--- config.mk ---
export PLATFORM = sky130hd
export DESIGN_NAME = proto_frame_sched
export DESIGN_NICKNAME = d
export VERILOG_FILES = /design/src/rtl/proto_frame_sched_pkg.sv /design/src/rtl/proto_frame_sched.sv
export SDC_FILE = /design/constraint.sdc
export NUM_CORES = 1
export LEC_CHECK = 0
export BUFFER_PORTS_ARGS = -buffer_cell sky130_fd_sc_hd__buf_2
export CAP_MARGIN = 10
export CORE_MARGIN = 10
export CORE_UTILIZATION = 45
export CTS_CLUSTER_SIZE = 8
export DETAILED_ROUTE_END_ITERATION = 7
export HOLD_SLACK_MARGIN = 0.15
export PLACE_DENSITY = 0.76
export REMOVE_ABC_BUFFERS = 1
export SLEW_MARGIN = 30
export SYNTH_ARGS = -nofsm -noshare
export SYNTH_HDL_FRONTEND = slang
export SYNTH_SLANG_ARGS = --single-unit
--- constraint.sdc ---
create_clock -name i_clk -period 2.2 [get_ports i_clk]
set_clock_uncertainty 0.2 [all_clocks]
set_input_delay 0.44 -clock i_clk [delete_from_list [all_inputs] [get_ports i_clk]]
set_output_delay 0.44 -clock i_clk [all_outputs]
set_load 0.01 [all_outputs]
--- src/rtl/proto_frame_sched_pkg.sv ---
// Shared definitions for the protocol frame scheduler: channel IDs, FSM
// state encoding and the segment header base.
package proto_frame_sched_pkg;

  localparam logic [1:0] CH_IIC  = 2'd0;
  localparam logic [1:0] CH_SPI  = 2'd1;
  localparam logic [1:0] CH_UART = 2'd2;

  localparam logic [7:0] HDR_BASE = 8'hA0;

  typedef enum logic [2:0] {
    S_IDLE = 3'd0,
    S_HDR  = 3'd1,
    S_RD   = 3'd2,
    S_WAIT = 3'd3,
    S_DATA = 3'd4,
    S_CNT  = 3'd5
  } state_t;

  function automatic logic [7:0] hdr_byte(input logic [7:0] base, input logic [1:0] ch);
    return base | {6'b000000, ch};
  endfunction

endpackage

--- src/rtl/proto_frame_sched.sv ---
// Frame scheduler: drains three channel FIFOs into one byte stream of
// [header, data..., count] segments, in order IIC, SPI, UART.
module proto_frame_sched
  import proto_frame_sched_pkg::*;
#(
  parameter int         P_MAX_BYTES = 15,
  parameter logic [7:0] P_HDR_BASE  = HDR_BASE
) (
  input  logic        i_clk,
  input  logic        i_rst,
  input  logic        i_start,
  input  logic [2:0]  i_fifo_empty,
  input  logic [23:0] i_fifo_dout,
  output logic [2:0]  o_fifo_rd,
  output logic [7:0]  o_data,
  output logic        o_vld,
  input  logic        i_ready,
  output logic        o_last,
  output logic        o_busy
);

  localparam logic [3:0] LP_MAX = 4'(P_MAX_BYTES);

  // Output handshake: a byte transfers on any rising edge where o_vld and
  // i_ready are both high; o_data/o_vld/o_last are held until then.
  state_t     r_state, w_state_nxt;
  logic [1:0] r_ch,    w_ch_nxt;
  logic [3:0] r_cnt,   w_cnt_nxt;
  logic [7:0] r_data,  w_data_nxt;
  logic       r_vld,   w_vld_nxt;
  logic       r_last,  w_last_nxt;
  logic       r_busy,  w_busy_nxt;

  logic       w_xfer;
  logic       w_empty_sel;
  logic [7:0] w_dout_sel;
  logic       w_can_rd;

  assign w_xfer      = r_vld & i_ready;
  assign w_empty_sel = i_fifo_empty[r_ch];
  assign w_dout_sel  = i_fifo_dout[{r_ch, 3'b000} +: 8];
  assign w_can_rd    = !w_empty_sel && (r_cnt < LP_MAX);

  // The strobe is combinational on the live empty flag, so it can never
  // fire on a FIFO that is empty in the same cycle.
  assign o_fifo_rd = (r_state == S_RD && w_can_rd) ? (3'b001 << r_ch) : 3'b000;

  assign o_data = r_data;
  assign o_vld  = r_vld;
  assign o_last = r_last;
  assign o_busy = r_busy;

  always_ff @(posedge i_clk or posedge i_rst) begin
    if (i_rst) begin
      r_state <= S_IDLE;
      r_ch    <= CH_IIC;
      r_cnt   <= 4'd0;
      r_data  <= 8'h00;
      r_vld   <= 1'b0;
      r_last  <= 1'b0;
      r_busy  <= 1'b0;
    end else begin
      r_state <= w_state_nxt;
      r_ch    <= w_ch_nxt;
      r_cnt   <= w_cnt_nxt;
      r_data  <= w_data_nxt;
      r_vld   <= w_vld_nxt;
      r_last  <= w_last_nxt;
      r_busy  <= w_busy_nxt;
    end
  end

  always_comb begin
    w_state_nxt = r_state;
    w_ch_nxt    = r_ch;
    w_cnt_nxt   = r_cnt;
    w_data_nxt  = r_data;
    w_vld_nxt   = r_vld;
    w_last_nxt  = r_last;
    w_busy_nxt  = r_busy;
    case (r_state)
      S_IDLE: begin
        if (i_start) begin
          w_state_nxt = S_HDR;
          w_ch_nxt    = CH_IIC;
          w_cnt_nxt   = 4'd0;
          w_data_nxt  = hdr_byte(P_HDR_BASE, CH_IIC);
          w_vld_nxt   = 1'b1;
          w_last_nxt  = 1'b0;
          w_busy_nxt  = 1'b1;
        end
      end
      S_HDR, S_DATA: begin
        if (w_xfer) begin
          w_vld_nxt   = 1'b0;
          w_state_nxt = S_RD;
        end
      end
      S_RD: begin
        if (w_can_rd) begin
          w_state_nxt = S_WAIT;
        end else begin
          w_data_nxt  = {4'h0, r_cnt};
          w_vld_nxt   = 1'b1;
          w_last_nxt  = (r_ch == CH_UART);
          w_state_nxt = S_CNT;
        end
      end
      S_WAIT: begin
        // FIFO data is valid the cycle after the strobe issued in RD.
        w_data_nxt  = w_dout_sel;
        w_vld_nxt   = 1'b1;
        w_cnt_nxt   = r_cnt + 4'd1;
        w_state_nxt = S_DATA;
      end
      S_CNT: begin
        if (w_xfer) begin
          if (r_ch != CH_UART) begin
            w_ch_nxt    = r_ch + 2'd1;
            w_cnt_nxt   = 4'd0;
            w_data_nxt  = hdr_byte(P_HDR_BASE, r_ch + 2'd1);
            w_vld_nxt   = 1'b1;
            w_last_nxt  = 1'b0;
            w_state_nxt = S_HDR;
          end else begin
            w_vld_nxt   = 1'b0;
            w_last_nxt  = 1'b0;
            w_busy_nxt  = 1'b0;
            w_state_nxt = S_IDLE;
          end
        end
      end
      default: begin
        w_state_nxt = S_IDLE;
        w_vld_nxt   = 1'b0;
        w_last_nxt  = 1'b0;
        w_busy_nxt  = 1'b0;
      end
    endcase
  end

endmodule

==> results of run 1 <==
[metrics by stage]
step	instance area (um2)	worst slack [ns]	hold slack [ns]	power (W)
after floorplan	1272	-0.2778	0.2038	0.001190
after global routing	1805	-0.4119	0.2288	0.002139
final	1805	-0.3259	0.2261	0.001970
after CTS	1743	-0.3097	0.2369	0.001882
after detailed placement	1667	-0.1004	0.2688	0.001630
after global placement	1667	-0.07638	0.2578	0.001581
[logic make-up (layout without fill, tap and decap cells)]
kind of cell / count (synthesis) / in the layout
mux: 11 / 11
fa+ha+maj: 4 / 4
simple gates: 52 / 52
xor+xnor: 2 / 2
compound gates: 49 / 49
buf+inv: 16 / 81
flops: 20 / 20
[layout by cell type, fill, tap and decap left out, types with 4 or more instances in the layout]
master / netlist / layout
sky130_fd_sc_hd__dfrtp_1: 20 / 20
sky130_fd_sc_hd__buf_2: 3 / 45
sky130_fd_sc_hd__buf_4: 1 / 21
sky130_fd_sc_hd__nand2_1: 18 / 18
sky130_fd_sc_hd__o21ai_0: 20 / 18
sky130_fd_sc_hd__mux2i_1: 8 / 8
sky130_fd_sc_hd__nor2_1: 16 / 15
sky130_fd_sc_hd__and3_1: 4 / 4
sky130_fd_sc_hd__a21oi_1: 16 / 16
sky130_fd_sc_hd__inv_1: 7 / 6
[how the worst max path moves through the flow]
stage,to,depth (start not counted),slack [ns]
floorplan,o_fifo_rd[0],4,-0.28
global placement,o_fifo_rd[2],7,-0.08
detailed placement,o_fifo_rd[0],7,-0.10
CTS,o_fifo_rd[0],6,-0.31
global route,o_fifo_rd[1],7,-0.41
finish,o_fifo_rd[0],7,-0.33
[repair_timing]
item / 4_1_cts / 5_1_grt
pin swaps: 1 / 5
hold buffers: 1 / 0
endpoints found under the hold margin: 20 / 0
gates cloned: 0 / 1
endpoints found under the setup margin: 6 / 13
buffers inserted: 2 / 5
resized for setup: 4 / 9
[where the power goes]
group | internal (W) | switching [W]
registers | 0.000487 | 0.0000904
logic | 0.000546 | 0.000629
clock network | 0.000101 | 0.000117
total | 0.00113 | 0.000837
[area by class of cell]
| cell class | instances | area (um2) | area share |
|---|---|---|---|
| Multi-Input combinational cell | 118 | 777.0 | 0.4304 |
| Sequential cell | 20 | 500.5 | 0.2772 |
| Timing Repair Buffer | 70 | 426.7 | 0.2363 |
| Tap cell | 31 | 38.79 | 0.02148 |
| Clock buffer | 4 | 36.28 | 0.02010 |
| Inverter | 7 | 26.28 | 0.01455 |
[worst reg2reg max path, cell delays in order (launching register included)]
cell and delay (ns):
sky130_fd_sc_hd__dfrtp_1 0.38, sky130_fd_sc_hd__buf_4 0.12, sky130_fd_sc_hd__buf_6 0.09, sky130_fd_sc_hd__buf_4 0.12
sky130_fd_sc_hd__inv_2 0.06, sky130_fd_sc_hd__ha_4 0.17, sky130_fd_sc_hd__nor4b_4 0.35, sky130_fd_sc_hd__buf_4 0.18
sky130_fd_sc_hd__nor2_2 0.05, sky130_fd_sc_hd__or3_1 0.32, sky130_fd_sc_hd__a21oi_1 0.13
[registers in the layout, indices dropped and copies added (netlist names)]
signal / count
o_busy: 1
o_data: 8
o_last: 1
o_vld: 1
r_ch: 2
r_cnt: 4
r_state: 3
[metal layers]
layer,global-route usage,routed length (um)
met2,0.2462,2052
met5,0,0
met1,0.1617,1536
met4,0.03727,19
met3,0.03590,276
[synthesized netlist by cell type (all sizes together), types with 2 or more instances]
| master | number | area [um2] |
|---|---|---|
| mux2i | 8 | 80.08 |
| and3 | 4 | 25.02 |
| dfrtp | 20 | 500.5 |
| ha | 4 | 50.05 |
| o21ai | 20 | 100.1 |
| inv | 7 | 26.28 |
| mux2 | 3 | 33.78 |
| a211oi | 2 | 15.01 |
| xor2 | 2 | 17.52 |
| nand2 | 18 | 67.56 |
| o211ai | 2 | 15.01 |
| and2 | 3 | 18.77 |
| a21oi | 16 | 80.08 |
| nor2 | 16 | 60.06 |
| a21o | 2 | 15.01 |
| nor2b | 3 | 18.77 |
| clkbuf | 4 | 15.01 |
| nand3 | 2 | 10.01 |
| a32o | 2 | 20.02 |
| nor3 | 2 | 10.01 |
| buf | 5 | 33.78 |
==> results by group, run 1 <==
Run status
  • Outcome: finished with violations
  • Violations in the final reports: setup timing

STA
  • Post-route worst setup slack: -0.3259 ns
  • Setup Viol. Count Final: 6
  • Max-Slew Margin vs Limit: 0.7493
  • Hold violation total from the final report: 0
  • Unrepaired setup endpoints after global routing: yes
  • Fin crit period: 2.526 ns
  • Maximum achievable frequency: 0.3959 GHz
  • Total negative setup slack: -1.002 ns
  • Slew at the pin closest to its max-slew limit: 0.3761 ns
  • Number of max-slew violations in the final report: 0
  • Period utilization: 1.148

Clocking
  • Clock latency on the worst-skew pair: 0.30 ns
  • Clock-pin slew reported for the worst setup and hold paths after clock tree synthesis: 0.12 ns
  • Maximum buffer depth of the clock tree: 2
  • TritonCTS clock tree: yes
  • Root Buffer Master: sky130_fd_sc_hd__clkbuf_4
  • H-Tree Level Count: 1
  • Clk sinks: 20
  • Number of clock buffers inserted by TritonCTS: 3

Critical path
  • Internal reg-to-reg setup slack: -0.03 ns
  • Top fanout value on the critical path: 4
  • Cell-by-cell listing of the critical path: ha_2, and3_1, a221o_1, nor3_2, buf_4, and2_1, buf_2
  • Delay of the slowest cell on the worst path: 0.41 ns
  • Worst reg2reg path endpoint: r_cnt[3]
  • Critical Path Sink Type: output port
  • Setup crit start: r_cnt[0]
  • Critical path buffer and inverter count: 2
  • Kind of cell adding the most delay to the critical path: simple AND/OR/NAND/NOR gates
  • Crit-path slowest cell: sky130_fd_sc_hd__dfrtp_1
  • Type of the worst setup path: register to output port
  • CP Data Arrival Time: 1.89 ns
  • Startpoint type of the worst setup path: register
  • Number of cells traversed by the worst register-to-register path: 10
  • Required time of the critical path: 1.56 ns
  • Critical register-to-register path startpoint: r_ch[0]

Finish
  • Number of nets in the layout: 255
  • Relative area change from synthesis to final layout: 36.65%
  • Diodes inserted: 0
  • Layout cells sized above 1: 0.3881
  • Count of non-filler cells in the finished layout: 250
  • Fin util: 0.6491
  • # fillers: 230

Routing
  • Number of design-rule violations left by the first detailed-router iteration: 74
  • Antenna viol nets, final: 0
  • Vias post-DR: 1356
  • Drt drc: 0
  • Wire length per cell: 15.54 um
  • Average vias per placed instance: 5.424
  • Total wire length after detailed routing: 3884 um
  • First-pass iteration count of the detailed router: 5

Die
  • Number of placed I/O pins: 45
  • FP Rows: 19
  • Width of the die: 74.19 um
  • Effective utilization at floorplan: 0.4750
  • Die Area: 5503 um2
  • Core Footprint: 2781 um2
  • Die outline height: 74.19 um

Placed design
  • Routability congestion estimate: 0.9331
  • Sum of net half-perimeters after detailed placement: 3099 um
  • Number of buffer cells added on primary ports: 44
  • Number of instances in the placed design: 238

Hold path
  • Sink of the worst hold path: o_data[6]
  • Hold-critical path depth: 3
  • Start point of the worst hold path: i_fifo_dout[22]
  • Classification of the worst-slack hold path: primary input to register

Power and ir drop
  • Total power divided by cell area: 1091 nW/um2
  • Leakage power of the design: 0.9175 nW
  • Max rail drop VDD: 701.7 uV

Yosys
  • Fraction of synthesized area in multiplexers: 0.08617
  • Async set or reset register ratio after synthesis: 1.000
  • Post-Synthesis Cell Area: 1321 um2
  • Post-synthesis xor/xnor area fraction: 0.01326
  • Largest family of logic cells by synthesized area: compound AO/OA/AOI/OAI gates
  • Post-synthesis cell count: 154
  • Complex-gate fraction of the synthesized area: 0.2339
  • Average cell area after synthesis: 8.580 um2
  • Share of the yosys chip area belonging to registers: 0.3788
  • Number of enable-type register cells in the synthesized netlist: 0
  • Number of distinct library cells after synthesis: 32
  • Warnings, synthesis: 0
  • Predominant post-synthesis flop cell: sky130_fd_sc_hd__dfrtp_1
  • Adder-Cell Fraction of Synth Area: 0.03788
  • Post-synthesis register bit count: 20
  • Post-synthesis simple-gate area fraction: 0.1932

Global route
  • GRT Residual Overflow: 0
  • Vias in the first global route: 1391
  • Antenna violations before repair: 0
  • Overall Global Routing Usage: 0.1392
  • Largest net degree at the start of global routing: 21
  • Global-route wire length before repair: 6230 um

Run
  • MaxCap Viol Count: 0
Note: power is estimated with default switching activity, not from simulation.
==> inputs of run 2 (changes only) <==
- BUFFER_PORTS_ARGS: -buffer_cell sky130_fd_sc_hd__buf_2 -> -buffer_cell sky130_fd_sc_hd__buf_4
==> run 2 against run 1 <==
The flow still finishes with violations (setup timing). Combinational power grew 19%. Cell count rose by 3.2%. Worst setup slack gained 0.010 ns. Power is 13% higher. Clock-buffer cell count unchanged. Critical path type unchanged.
==> results by group, run 2 (synthesis gave the netlist of run 1 again) <==
Critical path
  • Critical path's most frequent cell: sky130_fd_sc_hd__buf_4
  • Setup crit start: r_ch[0] (was r_cnt[0])
  • Crit-path slowest cell: sky130_fd_sc_hd__dfrtp_1 (unchanged)
  • Cell-by-cell listing of the critical path: mux2_4, a221o_1, nor3_2, buf_4, and2_1, buf_4 (was ha_2, and3_1, a221o_1, nor3_2, buf_4, and2_1, buf_2)
  • Delay of the slowest cell on the worst path: 0.44 ns (was 0.41 ns)
  • Internal reg-to-reg setup slack: -0.12 ns (was -0.03 ns)
  • Critical register-to-register path startpoint: r_ch[0] (unchanged)
  • CP Data Arrival Time: 1.88 ns (was 1.89 ns)
  • Type of the worst setup path: register to output port (unchanged)
  • Startpoint type of the worst setup path: register (unchanged)
  • Worst reg2reg path endpoint: o_data[2] (was r_cnt[3])
  • Top fanout value on the critical path: 4 (unchanged)
  • Number of cells traversed by the worst register-to-register path: 8 (was 10)
  • Required time of the critical path: 1.56 ns (about the same)
  • Critical Path Sink Type: output port (unchanged)

STA
  • Slew at the pin closest to its max-slew limit: 0.3223 ns (was 0.3761 ns)
  • Hold violation total from the final report: 0 (unchanged)
  • Setup Viol. Count Final: 12 (was 6)
  • Max-Slew Margin vs Limit: 0.7851 (was 0.7493)
  • Unrepaired setup endpoints after global routing: yes (unchanged)
  • Post-route worst setup slack: -0.3157 ns (was -0.3259 ns)
  • Number of max-slew violations in the final report: 0 (unchanged)
  • Maximum achievable frequency: 0.3975 GHz (was 0.3959 GHz)
  • Period utilization: 1.144 (was 1.148)
  • Fin crit period: 2.516 ns (was 2.526 ns)

Global route
  • Global-route wire length before repair: 6216 um (was 6230 um)
  • Antenna violations before repair: 0 (unchanged)
  • Vias in the first global route: 1378 (was 1391)
  • Largest net degree at the start of global routing: 21 (unchanged)
  • Overall Global Routing Usage: 0.1376 (was 0.1392)
  • GRT Residual Overflow: 0 (unchanged)

Placed design
  • Number of buffer cells added on primary ports: 44 (unchanged)
  • Area after detailed placement: 1777 um2 (was 1667 um2)
  • Placement Setup Slack: -0.1016 ns (was -0.1004 ns)
  • Routability congestion estimate: 0.9269 (was 0.9331)
  • Sum of net half-perimeters after detailed placement: 3015 um (was 3099 um)

Routing
  • Highest Signal Layer: met4 (unchanged)
  • Wire length on met1: 1703 um (was 1536 um)
  • First-pass iteration count of the detailed router: 4 (was 5)
  • Wire length on met2: 2411 um (was 2052 um)
  • Total wire length after detailed routing: 4354 um (was 3884 um)
  • Wire length per cell: 16.88 um (was 15.54 um)
  • Antenna viol nets, final: 0 (unchanged)
  • DR WL met3: 212 um (was 276 um)
  • Number of design-rule violations left by the first detailed-router iteration: 57 (was 74)
  • Average vias per placed instance: 5.566 (was 5.424)
  • Drt drc: 0 (unchanged)
  • Vias post-DR: 1436 (was 1356)

Clocking
  • Root Buffer Master: sky130_fd_sc_hd__clkbuf_4 (unchanged)
  • Clock-pin slew reported for the worst setup and hold paths after clock tree synthesis: 0.12 ns (about the same)
  • Maximum buffer depth of the clock tree: 2 (unchanged)
  • H-Tree Level Count: 1 (unchanged)
  • Clk sinks: 20 (unchanged)
  • TritonCTS clock tree: yes (unchanged)
  • Number of clock buffers inserted by TritonCTS: 3 (unchanged)
  • Clock latency on the worst-skew pair: 0.30 ns (about the same)

Finish
  • Most frequent standard cell in the layout excluding fill and tap cells: sky130_fd_sc_hd__buf_4 (was sky130_fd_sc_hd__buf_2)
  • Number of nets in the layout: 263 (was 255)
  • Fin util: 0.7310 (was 0.6491)
  • Diodes inserted: 0 (unchanged)
  • # fillers: 209 (was 230)
  • Highest-count cells in the layout ignoring fill and taps: sky130_fd_sc_hd__buf_4, sky130_fd_sc_hd__dfrtp_1, sky130_fd_sc_hd__a21oi_1 (was sky130_fd_sc_hd__buf_2, sky130_fd_sc_hd__buf_4, sky130_fd_sc_hd__dfrtp_1)
  • Layout cells sized above 1: 0.4581 (was 0.3881)
  • Flip-flop count of the largest register after layout: 8 (unchanged)
  • Final Instance Area: 2033 um2 (was 1805 um2)
  • Relative area change from synthesis to final layout: 53.88% (was 36.65%)

Power and ir drop
  • Total power divided by cell area: 1091 nW/um2 (about the same)
  • Leakage power of the design: 1.006 nW (was 0.9175 nW)
  • Max rail drop VDD: 821.4 uV (was 701.7 uV)
  • Pwr Total: 0.002218 W (was 0.001970 W)

Run status
  • Violations in the final reports: setup timing (unchanged)
  • Outcome: finished with violations (unchanged)

Die
  • Effective utilization at floorplan: 0.4750 (unchanged)
  • Die Area: 5503 um2 (unchanged)
  • Core Footprint: 2781 um2 (unchanged)
  • FP Rows: 19 (unchanged)
  • Die outline height: 74.19 um (unchanged)
  • Width of the die: 74.19 um (unchanged)
  • Number of placed I/O pins: 45 (unchanged)

Hold path
  • Start point of the worst hold path: i_fifo_dout[22] (unchanged)
  • Hold-critical path depth: 3 (unchanged)
  • Classification of the worst-slack hold path: primary input to register (unchanged)
  • Sink of the worst hold path: o_data[6] (unchanged)

Run
  • MaxCap Viol Count: 0 (unchanged)
[run 2: cell type report]
cell class | count | area, um2 | share of cell area
multi-input cells | 118 | 813.3 | 0.4000
repair buffers | 78 | 618.1 | 0.3040
flip-flops and latches | 20 | 500.5 | 0.2462
well taps | 31 | 38.79 | 0.01908
clock buffers | 4 | 36.28 | 0.01785
inverters | 7 | 26.28 | 0.01292
[run 2: where the power goes]
group          total, W  switching (W)  leakage [nW]  internal [W]
Combinational   0.00139       0.000690         0.724      0.000700
Clock          0.000219       0.000118        0.0210      0.000101
Sequential     0.000609       0.000123         0.261      0.000486
Total           0.00222       0.000931          1.01       0.00129
[run 2: worst max-delay path: cells and delay by family (launching register included)]
family	cells	cell delay [ns]
and+or+nand+nor	2	0.23
buffers and inverters	2	0.25
muxes	1	0.32
AOI/OAI and AO/OA	1	0.34
DFF	1	0.44
[run 2: layer usage]
| layer | global-route usage | vias up |
|---|---|---|
| met3 | 0.02527 | 4 |
| li1 | - | 692 |
| met1 | 0.1618 | 701 |
| met2 | 0.2453 | 39 |
| met4 | 0.04348 | 0 |
| met5 | 0 | - |
[run 2: worst max-delay path by stage]
stage | slack, ns | to | cells after the start
finish | -0.32 | o_fifo_rd[0] | 6
global route | -0.40 | o_fifo_rd[0] | 6
CTS | -0.33 | o_fifo_rd[0] | 6
detailed placement | -0.10 | o_fifo_rd[0] | 7
global placement | -0.09 | o_fifo_rd[2] | 7
floorplan | -0.28 | o_fifo_rd[0] | 4
[run 2: repair_timing]
action / 4_1_cts / 5_1_grt
cloned: 0 / 1
setup endpoints to repair: 5 / 15
buffers inserted: 2 / 12
hold buffers: 1 / 0
hold endpoints to repair: 20 / 0
pin swaps: 1 / 10
gates resized for setup: 3 / 33
[run 2: stage by stage]
stage	TNS (ns)	hold WS, ns	std cells
floorplan	-1.281	0.2038	145
global placement	-0.2577	0.2638	238
detailed placement	-0.4715	0.2706	238
CTS	-0.9863	0.2303	245
global route	-2.335	0.2343	258
finish	-1.780	0.2133	258
==> inputs of run 3 (changes only) <==
--- a/constraint.sdc
+++ b/constraint.sdc
@@ -4,2 +4,2 @@
 set_output_delay 0.44 -clock i_clk [all_outputs]
-set_load 0.01 [all_outputs]
+set_load 0.1 [all_outputs]
==> run 3 against run 2 <==
The run still ends with setup timing left. Largest cell class unchanged. Wire length is 6.4% lower. Via count is 0.91% lower. Sequential power is 3% lower. Global-route usage is 0.49 points higher. Worst hold slack worse by 0.00076 ns.
==> results by group, run 3 (synthesis gave the netlist of run 1 again) <==
Routing
  • Vias post-DR: 1423 (was 1436)
  • Drt drc: 0 (unchanged)
  • Wire length per cell: 15.93 um (was 16.88 um)
  • Total wire length after detailed routing: 4077 um (was 4354 um)
  • First-pass iteration count of the detailed router: 4 (unchanged)
  • Number of design-rule violations left by the first detailed-router iteration: 102 (was 57)
  • Average vias per placed instance: 5.559 (was 5.566)
  • Antenna viol nets, final: 0 (unchanged)

Critical path
  • Required time of the critical path: 1.56 ns (about the same)
  • Cell-by-cell listing of the critical path: ha_2, and3_4, a221o_1, nor3_2, buf_4, and2_4, buf_12 (was mux2_4, a221o_1, nor3_2, buf_4, and2_1, buf_4)
  • Crit-path slowest cell: sky130_fd_sc_hd__dfrtp_1 (unchanged)
  • Critical Path Sink Type: output port (unchanged)
  • Internal reg-to-reg setup slack: -0.14 ns (was -0.12 ns)
  • Top fanout value on the critical path: 4 (unchanged)
  • Critical register-to-register path startpoint: r_cnt[1] (was r_ch[0])
  • Critical Path Stages: 7 (was 6)
  • Worst reg2reg path endpoint: o_data[3] (was o_data[2])
  • CP Data Arrival Time: 1.95 ns (was 1.88 ns)
  • Type of the worst setup path: register to output port (unchanged)
  • Delay of the slowest cell on the worst path: 0.42 ns (was 0.44 ns)
  • Critical path buffer and inverter count: 2 (unchanged)
  • Timing endpoint of the critical path: o_fifo_rd[0] (unchanged)
  • Kind of cell adding the most delay to the critical path: simple AND/OR/NAND/NOR gates (was flip-flops)
  • Setup crit start: r_cnt[1] (was r_ch[0])
  • Startpoint type of the worst setup path: register (unchanged)
  • Number of cells traversed by the worst register-to-register path: 8 (unchanged)

Finish
  • # fillers: 200 (was 209)
  • Layout cells sized above 1: 0.4400 (was 0.4581)
  • Fin util: 0.7305 (was 0.7310)
  • Highest-count cells in the layout ignoring fill and taps: sky130_fd_sc_hd__buf_4, sky130_fd_sc_hd__dfrtp_1, sky130_fd_sc_hd__nand2_1, sky130_fd_sc_hd__o21ai_0, sky130_fd_sc_hd__a21oi_1 (was sky130_fd_sc_hd__buf_4, sky130_fd_sc_hd__dfrtp_1, sky130_fd_sc_hd__a21oi_1)
  • Final Instance Area: 2032 um2 (was 2033 um2)
  • Flip-flop count of the largest register after layout: 8 (unchanged)
  • Area occupied by multi-input gates: 799.5 um2 (was 813.3 um2)
  • Number of nets in the layout: 261 (was 263)
  • Storage cell area: 500.5 um2 (unchanged)
  • Most frequent standard cell in the layout excluding fill and tap cells: sky130_fd_sc_hd__buf_4 (unchanged)
  • Relative area change from synthesis to final layout: 53.79% (was 53.88%)
  • Diodes inserted: 0 (unchanged)

Power and ir drop
  • Fraction of power consumed by combinational cells: 0.689 (was 0.627)
  • Share of total power in the clock network: 0.085 (was 0.099)
  • Power spent charging and discharging nets: 0.001375 W (was 0.0009305 W)
  • Leakage power of the design: 0.9887 nW (was 1.006 nW)
  • Int Pwr: 0.001252 W (was 0.001287 W)
  • Sequential power share: 0.226 (was 0.275)
  • Max rail drop VDD: 1134 uV (was 821.4 uV)
  • Sw frac: 0.5234 (was 0.4196)
  • Total power divided by cell area: 1293 nW/um2 (was 1091 nW/um2)

Placed design
  • Number of buffer cells added on primary ports: 44 (unchanged)
  • Placement Setup Slack: -0.2949 ns (was -0.1016 ns)
  • Sum of net half-perimeters after detailed placement: 3109 um (was 3015 um)
  • Area after detailed placement: 1822 um2 (was 1777 um2)
  • Routability congestion estimate: 0.9432 (was 0.9269)

Global route
  • Layer with the highest usage after global routing: met2 (unchanged)
  • Vias in the first global route: 1414 (was 1378)
  • Overall Global Routing Usage: 0.1424 (was 0.1376)
  • Antenna violations before repair: 0 (unchanged)
  • GRT Residual Overflow: 0 (unchanged)
  • Met2 global-route usage: 0.2491 (was 0.2453)
  • GR met1 Demand/Resource: 0.1711 (was 0.1618)
  • Met3 demand-to-capacity share in global routing: 0.02926 (was 0.02527)
  • Global-route wire length before repair: 6403 um (was 6216 um)
  • Largest net degree at the start of global routing: 21 (unchanged)

STA
  • Hold violation total from the final report: 0 (unchanged)
  • Slew at the pin closest to its max-slew limit: 0.4236 ns (was 0.3223 ns)
  • Unrepaired setup endpoints after global routing: yes (unchanged)
  • Fin crit period: 2.591 ns (was 2.516 ns)
  • Post-route worst setup slack: -0.3912 ns (was -0.3157 ns)
  • Max-Slew Margin vs Limit: 0.7176 (was 0.7851)
  • Setup Viol. Count Final: 11 (was 12)
  • Maximum achievable frequency: 0.3859 GHz (was 0.3975 GHz)
  • Period utilization: 1.178 (was 1.144)
  • Number of max-slew violations in the final report: 0 (unchanged)

Run status
  • Outcome: finished with violations (unchanged)
  • Violations in the final reports: setup timing (unchanged)

Hold path
  • Classification of the worst-slack hold path: primary input to register (unchanged)

Clocking
  • Root Buffer Master: sky130_fd_sc_hd__clkbuf_4 (unchanged)
  • Maximum buffer depth of the clock tree: 2 (unchanged)
  • H-Tree Level Count: 1 (unchanged)
  • Clk sinks: 20 (unchanged)
  • Clock-pin slew reported for the worst setup and hold paths after clock tree synthesis: 0.12 ns (about the same)
  • TritonCTS clock tree: yes (unchanged)
  • Clock latency on the worst-skew pair: 0.31 ns (was 0.30 ns)
  • Number of clock buffers inserted by TritonCTS: 3 (unchanged)

Die
  • Core Footprint: 2781 um2 (unchanged)
  • Die outline height: 74.19 um (unchanged)
  • Die Area: 5503 um2 (unchanged)
  • FP Rows: 19 (unchanged)
  • Effective utilization at floorplan: 0.4750 (unchanged)
  • Number of placed I/O pins: 45 (unchanged)
  • Width of the die: 74.19 um (unchanged)

Run
  • MaxCap Viol Count: 0 (unchanged)
[run 3: cell count changes in the layout (fill, tap and decap cells not counted), moves of 2 or more]
cell,before,now
sky130_fd_sc_hd__o21ai_0,13,18
sky130_fd_sc_hd__buf_12,0,4
sky130_fd_sc_hd__buf_6,6,2
sky130_fd_sc_hd__nand2_1,14,18
sky130_fd_sc_hd__o21ai_1,5,1
sky130_fd_sc_hd__and2_1,3,0
sky130_fd_sc_hd__and2_4,0,3
sky130_fd_sc_hd__nand2_2,2,0
sky130_fd_sc_hd__nand2_4,2,0
[run 3: metal layers]
metal,up-vias,routed length (um)
met2,64,2183
met5,-,0
met4,0,42
met3,6,261
li1,685,-
met1,668,1589
[run 3: worst min-delay path by stage]
stage / startpoint / to / slack, ns / cells after the start
finish: i_ready / r_state[1] / 0.21 / 2
global route: i_ready / r_state[1] / 0.21 / 2
CTS: i_ready / r_state[1] / 0.21 / 2
detailed placement: o_data[3] / o_data[3] / 0.27 / 1
global placement: o_data[1] / o_data[1] / 0.26 / 2
floorplan: i_rst / o_busy / 0.20 / 1
[run 3: power by group through the flow]
stage	Sequential, W	Combinational, W	Clock [W]
global route	0.000609	0.00194	0.000242
CTS	0.000589	0.00164	0.000226
global placement	0.000586	0.00157	0
detailed placement	0.000595	0.00160	0
floorplan	0.00115	0.000522	0
finish	0.000593	0.00181	0.000224
[run 3: through the flow]
stage               TNS [ns]  std cells  hold WS (ns)  power (W)
floorplan             -3.405        145        0.2038   0.001668
detailed placement    -1.296        244        0.2685   0.002197
CTS                   -1.121        250        0.2114   0.002457
global route          -2.408        256        0.2109   0.002787
global placement      -1.001        244        0.2633   0.002156
finish                -1.614        256        0.2126   0.002627
[run 3: cell type report]
cell class / instances / share of cell area
tap: 31 / 0.01909
sequential: 20 / 0.2463
clock buffer: 4 / 0.01786
multi-input combinational: 118 / 0.3935
timing repair buffer: 76 / 0.3103
inverter: 7 / 0.01293
[run 3: what timing repair did]
action / in CTS / in global routing
hold buffers: 1 / 0
endpoints found under the setup margin: 13 / 15
cloned: 0 / 1
pin swaps: 3 / 4
resized for setup: 19 / 12
endpoints found under the hold margin: 20 / 0
buffers inserted: 1 / 5
[run 3: worst register-to-register path: stages, from the launching register on]
cell	delay, ns
sky130_fd_sc_hd__dfrtp_1	0.42
sky130_fd_sc_hd__ha_2	0.19
sky130_fd_sc_hd__and3_4	0.17
sky130_fd_sc_hd__a221o_1	0.29
sky130_fd_sc_hd__buf_4	0.17
sky130_fd_sc_hd__o32ai_4	0.43
sky130_fd_sc_hd__buf_4	0.20
sky130_fd_sc_hd__a211oi_2	0.04
sky130_fd_sc_hd__a21o_1	0.16
